===== src/rtl/display_scheduler.sv =====
// Round-robin display arbiter: grants one of two value producers the seven-segment
// display, enforces a minimum dwell per value and blanks on idle timeout or clear.
module display_scheduler #(
  parameter int unsigned DWELL_CYCLES = 50_000_000,
  parameter int unsigned IDLE_CYCLES  = 1_000_000_000
) (
  input  logic        clk,
  input  logic        rst,
  input  logic        req0_valid,
  input  logic [29:0] req0_data,
  output logic        req0_ready,
  input  logic        req1_valid,
  input  logic [29:0] req1_data,
  output logic        req1_ready,
  input  logic        clear,
  output logic [29:0] result,
  output logic        data_ready,
  output logic        out_mode,
  output logic        disable_screen,
  output logic        src,
  output logic        busy
);

  localparam int NUM_REQ = 2;
  localparam int DW = (DWELL_CYCLES < 2) ? 1 : $clog2(DWELL_CYCLES + 1);
  localparam int IW = (IDLE_CYCLES  < 2) ? 1 : $clog2(IDLE_CYCLES + 1);
  localparam logic [DW-1:0] DWELL_LOAD = DW'(DWELL_CYCLES - 1);
  localparam logic [IW-1:0] IDLE_LAST  = IW'((IDLE_CYCLES == 0) ? 0 : IDLE_CYCLES - 1);
  localparam logic [IW-1:0] IDLE_MAX   = '1;

  typedef enum logic [2:0] {IDLE, LOAD, DWELL, HOLD, BLANK} state_t;

  typedef struct packed {
    logic        valid;
    logic [29:0] data;
  } req_t;

  state_t               state, nxt;
  req_t   [NUM_REQ-1:0] req;
  logic   [NUM_REQ-1:0] rdy, acc;
  logic                 grant, last, open_win, any_acc;
  logic   [DW-1:0]      dwell_cnt, dwell_nxt;
  logic   [IW-1:0]      idle_cnt, idle_nxt;

  assign req[0] = '{valid: req0_valid, data: req0_data};
  assign req[1] = '{valid: req1_valid, data: req1_data};

  // Ties go to whoever was not served last; with no requests the pointer is held.
  always_comb begin
    grant = last;
    case ({req[1].valid, req[0].valid})
      2'b01:   grant = 1'b0;
      2'b10:   grant = 1'b1;
      2'b11:   grant = ~last;
      default: grant = last;
    endcase
  end

  assign open_win = (state == IDLE || state == HOLD) && !clear && !rst;

  for (genvar g = 0; g < NUM_REQ; g++) begin : g_lane
    assign rdy[g] = open_win && (grant == 1'(g));
    assign acc[g] = rdy[g] && req[g].valid;
  end

  assign req0_ready = rdy[0];
  assign req1_ready = rdy[1];
  assign any_acc    = |acc;

  always_comb begin
    nxt       = state;
    dwell_nxt = '0;
    idle_nxt  = '0;
    case (state)
      IDLE: begin
        if (clear)        nxt = BLANK;
        else if (any_acc) nxt = LOAD;
      end
      LOAD: begin
        if (clear) nxt = BLANK;
        else begin
          nxt       = DWELL;
          dwell_nxt = DWELL_LOAD;
        end
      end
      DWELL: begin
        if (clear)                 nxt = BLANK;
        else if (dwell_cnt == '0)  nxt = HOLD;
        else                       dwell_nxt = dwell_cnt - DW'(1);
      end
      HOLD: begin
        if (clear)        nxt = BLANK;
        else if (any_acc) nxt = LOAD;
        else if (IDLE_CYCLES != 0 && idle_cnt == IDLE_LAST) nxt = BLANK;
        else idle_nxt = (idle_cnt == IDLE_MAX) ? idle_cnt : idle_cnt + IW'(1);
      end
      BLANK:   nxt = IDLE;
      default: nxt = IDLE;
    endcase
  end

  // Strobes are registered from the next state so they line up with the state they flag.
  always_ff @(posedge clk) begin
    if (rst) begin
      state          <= IDLE;
      dwell_cnt      <= '0;
      idle_cnt       <= '0;
      result         <= '0;
      src            <= 1'b0;
      last           <= 1'b1;
      data_ready     <= 1'b0;
      out_mode       <= 1'b0;
      busy           <= 1'b0;
      disable_screen <= 1'b1;
    end else begin
      state          <= nxt;
      dwell_cnt      <= dwell_nxt;
      idle_cnt       <= idle_nxt;
      data_ready     <= (nxt == LOAD);
      out_mode       <= (nxt == LOAD);
      busy           <= (nxt == LOAD) || (nxt == DWELL);
      disable_screen <= (nxt == BLANK);
      if (any_acc) begin
        result <= req[grant].data;
        src    <= grant;
        last   <= grant;
      end
    end
  end

endmodule


===== config.mk =====
export PLATFORM = sky130hd
export DESIGN_NAME = display_scheduler
export DESIGN_NICKNAME = d
export VERILOG_FILES = /design/src/rtl/display_scheduler.sv
export SDC_FILE = /design/constraint.sdc
export NUM_CORES = 1
export LEC_CHECK = 0
export ABC_AREA = 0
export ABC_CLOCK_PERIOD_IN_PS = 2900
export BUFFER_PORTS_ARGS = -buffer_cell sky130_fd_sc_hd__buf_4
export CORE_ASPECT_RATIO = 1.75
export CORE_MARGIN = 2
export CORE_UTILIZATION = 48
export CTS_CLUSTER_DIAMETER = 50
export DETAILED_ROUTE_END_ITERATION = 6
export GPL_TIMING_DRIVEN = 0
export PLACE_DENSITY = 0.7
export REMOVE_ABC_BUFFERS = 1
export SLEW_MARGIN = 15
export SYNTH_ARGS = -nofsm -noshare
export SYNTH_HDL_FRONTEND = slang
export SYNTH_SLANG_ARGS = --single-unit

===== constraint.sdc =====
create_clock -name clk -period 2.9 [get_ports clk]
set_clock_uncertainty 0.15 [all_clocks]
set_input_delay 0.29 -clock clk [delete_from_list [all_inputs] [get_ports clk]]
set_output_delay 0.29 -clock clk [all_outputs]
set_load 0.05 [all_outputs]

# Word-level counts from Yosys, hierarchy flattened
# Cells that the tools add are included.
# classes
eq_ne	11
order_cmp	1
bitwise_logic	3
div	0
n_mux	16
add_sub_neg	2
n_shift	0
n_reduce_logical	14
mul	0
# op_table
cell	n
26-bit 2-to-1 mux	3
30-bit equality test (second input constant)	2
30-bit 2-to-1 mux	2
26-bit case mux with 2 select lines	1
30-bit by 1-bit adder with 30-bit output (second input constant)	1
26-bit zero test	1
26-bit by 1-bit subtractor with 26-bit output (second input constant)	1
3-bit 2-to-1 mux	8
3-bit case mux with 4 select lines	1
3-bit by 2-bit equality test with 1-bit output (second input constant)	3
3-bit by 1-bit equality test with 1-bit output (second input constant)	2
1-bit logical AND	6
6-bit OR reduction	1
2-bit equality test (second input constant)	2
3-bit equality test (second input constant)	1
3-bit zero test	1
1-bit inverter	3
1-bit case mux with 3 select lines	1
2-bit by 1-bit equality test with 1-bit output (second input constant)	1
1-bit zero test	2
1-bit logical OR	2
1-bit by 2-bit < comparator with 1-bit output (second input constant)	1
2-bit OR reduction	1
# totals
latch_bits	0
inputBits	65
n_memories	0
ramBits	0
word_cells	56
regBits	94
rom_bits	0
output_inout_bits	37

# Longest topological paths before layout
# depth
depth_word	12
mapped_depth	8
ltp_nobuf	7

# Least setup slack after synthesis
# OpenSTA, ideal clock, no wires.
# synth_path
kind	reg-to-output
from	register last
to	output port req1_ready
t_arrival_ps	1903
path_buffers	1
setup_slack_ps	557
stages_incl_launch_ff	5
required_ps	2460
path_cell_list	dfxtp_1 -> nand2_1 -> o21ai_1 -> clkbuf_1 -> nor3_1
# synth_via
elab_chain_len	3
# synth_rtl
item	line	text
from (decl)	41	logic grant, last, open_win, any_acc;
from (signal assigned)	126	last <= grant;
1-bit inverter	54	2'b11: grant = ~last;
1-bit case mux with 3 select lines (*)	51	case ({req[1].valid, req[0].valid})
1-bit logical AND (*)	62	assign rdy[g] = open_win && (grant == 1'(g));
to (decl)	14	output logic req1_ready,
# Mark *: on every way between the ends. The rest lies on a longest branch, timed or not.

# Final worst setup path
# layout_path
from	register idle_cnt[10]
to	register idle_cnt[4]
# layout_via
elab_chain_len	2
elab_cells_between_ends	3
cone_classes	2 x eq/ne; 1 x reduce/logical
# layout_rtl
item	line	text
from (decl)	43	logic [IW-1:0] idle_cnt, idle_nxt;
from (signal assigned)	118	idle_cnt <= idle_nxt;
30-bit equality test	94	else if (IDLE_CYCLES != 0 && idle_cnt == IDLE_LAST) nxt = BLANK;
6-bit OR reduction (no source line)	n/a	
# Several ways; a longest one is shown, not always the timed one.
# A chain may end at the register's enable or synchronous reset.

==> reports/metrics.cfg <==
[synthesis]
synthFlopType = dfxtp_1
synthesis.area_mm2 = 0.004464
syn-instance-count = 501
synth_edf_count = 0
yosys_warnings = 0
seq_area_frac_synth = 0.4215
syn_avg_cell_area_um2 = 8.911
synth.distinct_cells = 60
synth-seq-cells = 94
async_flop_share = 0

[floorplanning]
die_w_um = 76.90
rows = 46
core_mm2 = 0.009036
initial_core_util = 0.4940
ioPinCount = 102
die_h_um = 131.6
dieArea_mm2 = 0.01012

[job]
cap_violations = 0

[pwr]
ir_drop_v = 0.0003309
fin_total_pwr_w = 0.002795
internal_power_w = 0.002071
leakagePower_nw = 2.252
p_clk_frac = 0.369
p_sw_frac = 0.2589
p_switching_w = 0.0007235
sequentialPowerShare = 0.482
combPwrFrac = 0.149
power_density_mw_per_mm2 = 504.8

[cells_and_area]
fin_area_mm2 = 0.005537
layout-drive-gt1-share = 0.2326
fin_util = 0.6127
syn_to_final_growth_pct = 24.02
fin_nets = 652
n_antenna_cell = 0

[grt]
grt_max_degree = 64
grt_pass1_wl_um = 18550
grt-ovfl-total = 0
track_usage = 0.2252
antenna_found_initial = 0
grt_pass1_vias = 4129

[place]
placed_area_mm2 = 0.005269
post-dp-hpwl_um = 8489
gp_congestion = 0.9752
numPortBuffers = 101

[drt]
drtPass1Iterations = 5
drc_errors = 0
drt-wirelength-per-cell_um = 15.82
detail_route.vias_per_cell = 5.726
antenna_left = 0
postRouteWirelength_um = 11220
vias = 4060
first_iter_violations = 171

[setup_path]
cp-start-kind = flop
cp.arrival_ns = 2.75
cp_max_fo = 29
cp_slowest_cell = nor4_1
path_delay_family = simple AND/OR/NAND/NOR gates
crit_path_end_kind = flop
cp.buffers_inverters = 0
path_cells = or4b_1, nor4_1, a21o_2, or4_1, nand2_1
critPathKind = reg -> reg
worstPathRequired_ns = 2.97
max_stage_delay_ns = 0.64

[clock_network]
htree_levels = 3
cts_hold_buf = 0
cts_tree = yes
cts_sinks = 94
cts_made_buffers = 9
clock_latency_ns = 0.33
clk_pin_slew_ns = 0.06
clock_tree.buffer_depth = 2
cts_root_buf = clkbuf_16

[sta]
max_freq_mhz = 374.4
drv_slew = 0
slew_headroom = 0.3735
post-route-min-period_ns = 2.671
finalSetupViolCount = 0
fin_tns_setup_ns = 0
worstMarginPinSlew_ns = 0.9385
hold_violations = 0
rsz0062_at_grt = no
min_period_over_period = 0.9211

[outcome]
outcome = completed

[min_path]
hold_path.class = in -> reg

synth_stat cells, drive strengths merged, types with 2 or more instances:
cell | instances | area share
a22oi | 4 | 0.0067
ha | 2 | 0.0056
a211oi | 30 | 0.050
nor4 | 12 | 0.024
dfxtp | 94 | 0.42
xnor2 | 11 | 0.022
or2 | 3 | 0.0042
or4 | 11 | 0.021
o31a | 2 | 0.0039
and3 | 3 | 0.0042
nand2 | 25 | 0.021
or3 | 14 | 0.020
or4b | 2 | 0.0045
mux2i | 32 | 0.072
a21oi | 17 | 0.019
nor3 | 15 | 0.020
o21ai | 34 | 0.039
xor2 | 16 | 0.031
nand4b | 3 | 0.0059
clkbuf | 19 | 0.016
o31ai | 7 | 0.013
buf | 11 | 0.015
o211ai | 5 | 0.0084
o21a | 2 | 0.0034
and4 | 5 | 0.0098
nor2 | 64 | 0.055
inv | 8 | 0.0067
nand3 | 18 | 0.023
nand2b | 2 | 0.0028
a31oi | 4 | 0.0056
nand4 | 11 | 0.015
metrics by stage:
| step | setup slack (ns) | cells | hold slack, ns |
|---|---|---|---|
| 6_report | 0.2287 | 709 | 0.09382 |
| 5_1_grt | 0.004999 | 709 | 0.1005 |
| 4_1_cts | 0.02270 | 708 | 0.08341 |
| 3_5_place_dp | -0.03887 | 693 | 0.3000 |
| 3_3_place_gp | -0.9670 | 692 | 0.2928 |
| 2_1_floorplan | -0.6692 | 471 | 0.2124 |
state kept, by name (all words and copies together), names as in the netlist:
| register | cells |
|---|---|
| last | 1 |
| idle_cnt | 30 |
| result | 30 |
| src | 1 |
| dwell_cnt | 26 |
| disable_screen | 1 |
| state | 3 |
| busy | 1 |
| out_mode | 1 |
final cells by class:
cell class | count | area [µm²]
clock inverters | 4 | 25.02
multi-input cells | 370 | 2439
fillers | 846 | 3500
inverters | 8 | 30.03
well taps | 120 | 150.1
repair buffers | 102 | 778.2
clock buffers | 11 | 232.7
flip-flops and latches | 94 | 1882
cells by family (layout without fill, tap and decap cells):
| group | Yosys count | count (layout) | share of synthesized area |
|---|---|---|---|
| and+or+nand+nor | 194 | 195 | 0.2413 |
| AOI/OAI and AO/OA | 114 | 114 | 0.1687 |
| DFF | 94 | 94 | 0.4215 |
| buffers and inverters | 38 | 125 | 0.03812 |
| muxes | 32 | 32 | 0.07175 |
| xor gates and xnor gates | 27 | 27 | 0.05297 |
| adders and majority gates | 2 | 2 | 0.005604 |
worst min-delay path, stage by stage:
cell,delay (ns)
buf_4,0.09
a31oi_1,0.05
o21bai_1,0.11
routing by layer:
metal  vias to the layer above  global-route usage  share of wire
li1                       2026                   -              -
met1                      1903              0.2129           0.35
met2                        92              0.4376           0.57
met3                        39             0.04739          0.034
met4                         0              0.1182          0.046
met5                         -                   0              0
power groups by stage:
stage	logic (W)	registers, W	clock network, W
6_report	0.000416	0.00135	0.00103
3_5_place_dp	0.000418	0.00137	0
4_1_cts	0.000419	0.00135	0.00107
3_3_place_gp	0.000413	0.00137	0
5_1_grt	0.000445	0.00135	0.00112
2_1_floorplan	0.000149	0.00148	0
placed cells by master, fill, tap and decap left out, drive strengths merged, types with 12 or more instances in the layout:
cell type	count
nand3	18
nor4	12
nor3	15
a211oi	30
a21oi	17
dfxtp	94
mux2i	32
or3	14
buf	102
o21ai	34
xor2	16
nor2	64
nand2	25
path summary, 6_finish.rpt:
| kind | startpoint | end | slack [ns] | cells after the start |
|---|---|---|---|---|
| worst max-delay path | idle_cnt[10] | idle_cnt[4] | 0.23 | 5 |
| worst min register to register | dwell_cnt[0] | dwell_cnt[0] | 0.31 | 1 |
| worst max register to register | idle_cnt[10] | idle_cnt[4] | 0.23 | 5 |
| worst min-delay path | clear | disable_screen | 0.09 | 3 |
repair_timing:
| item | 4_1_cts | 5_1_grt |
|---|---|---|
| setup buffers | 0 | 0 |
| endpoints found under the hold margin | 0 | 0 |
| pin swaps | 0 | 0 |
| cloned | 0 | 1 |
| resized for setup | 1 | 0 |
| endpoints found under the setup margin | 2 | 15 |
Note: power is estimated with default switching activity, not from simulation.
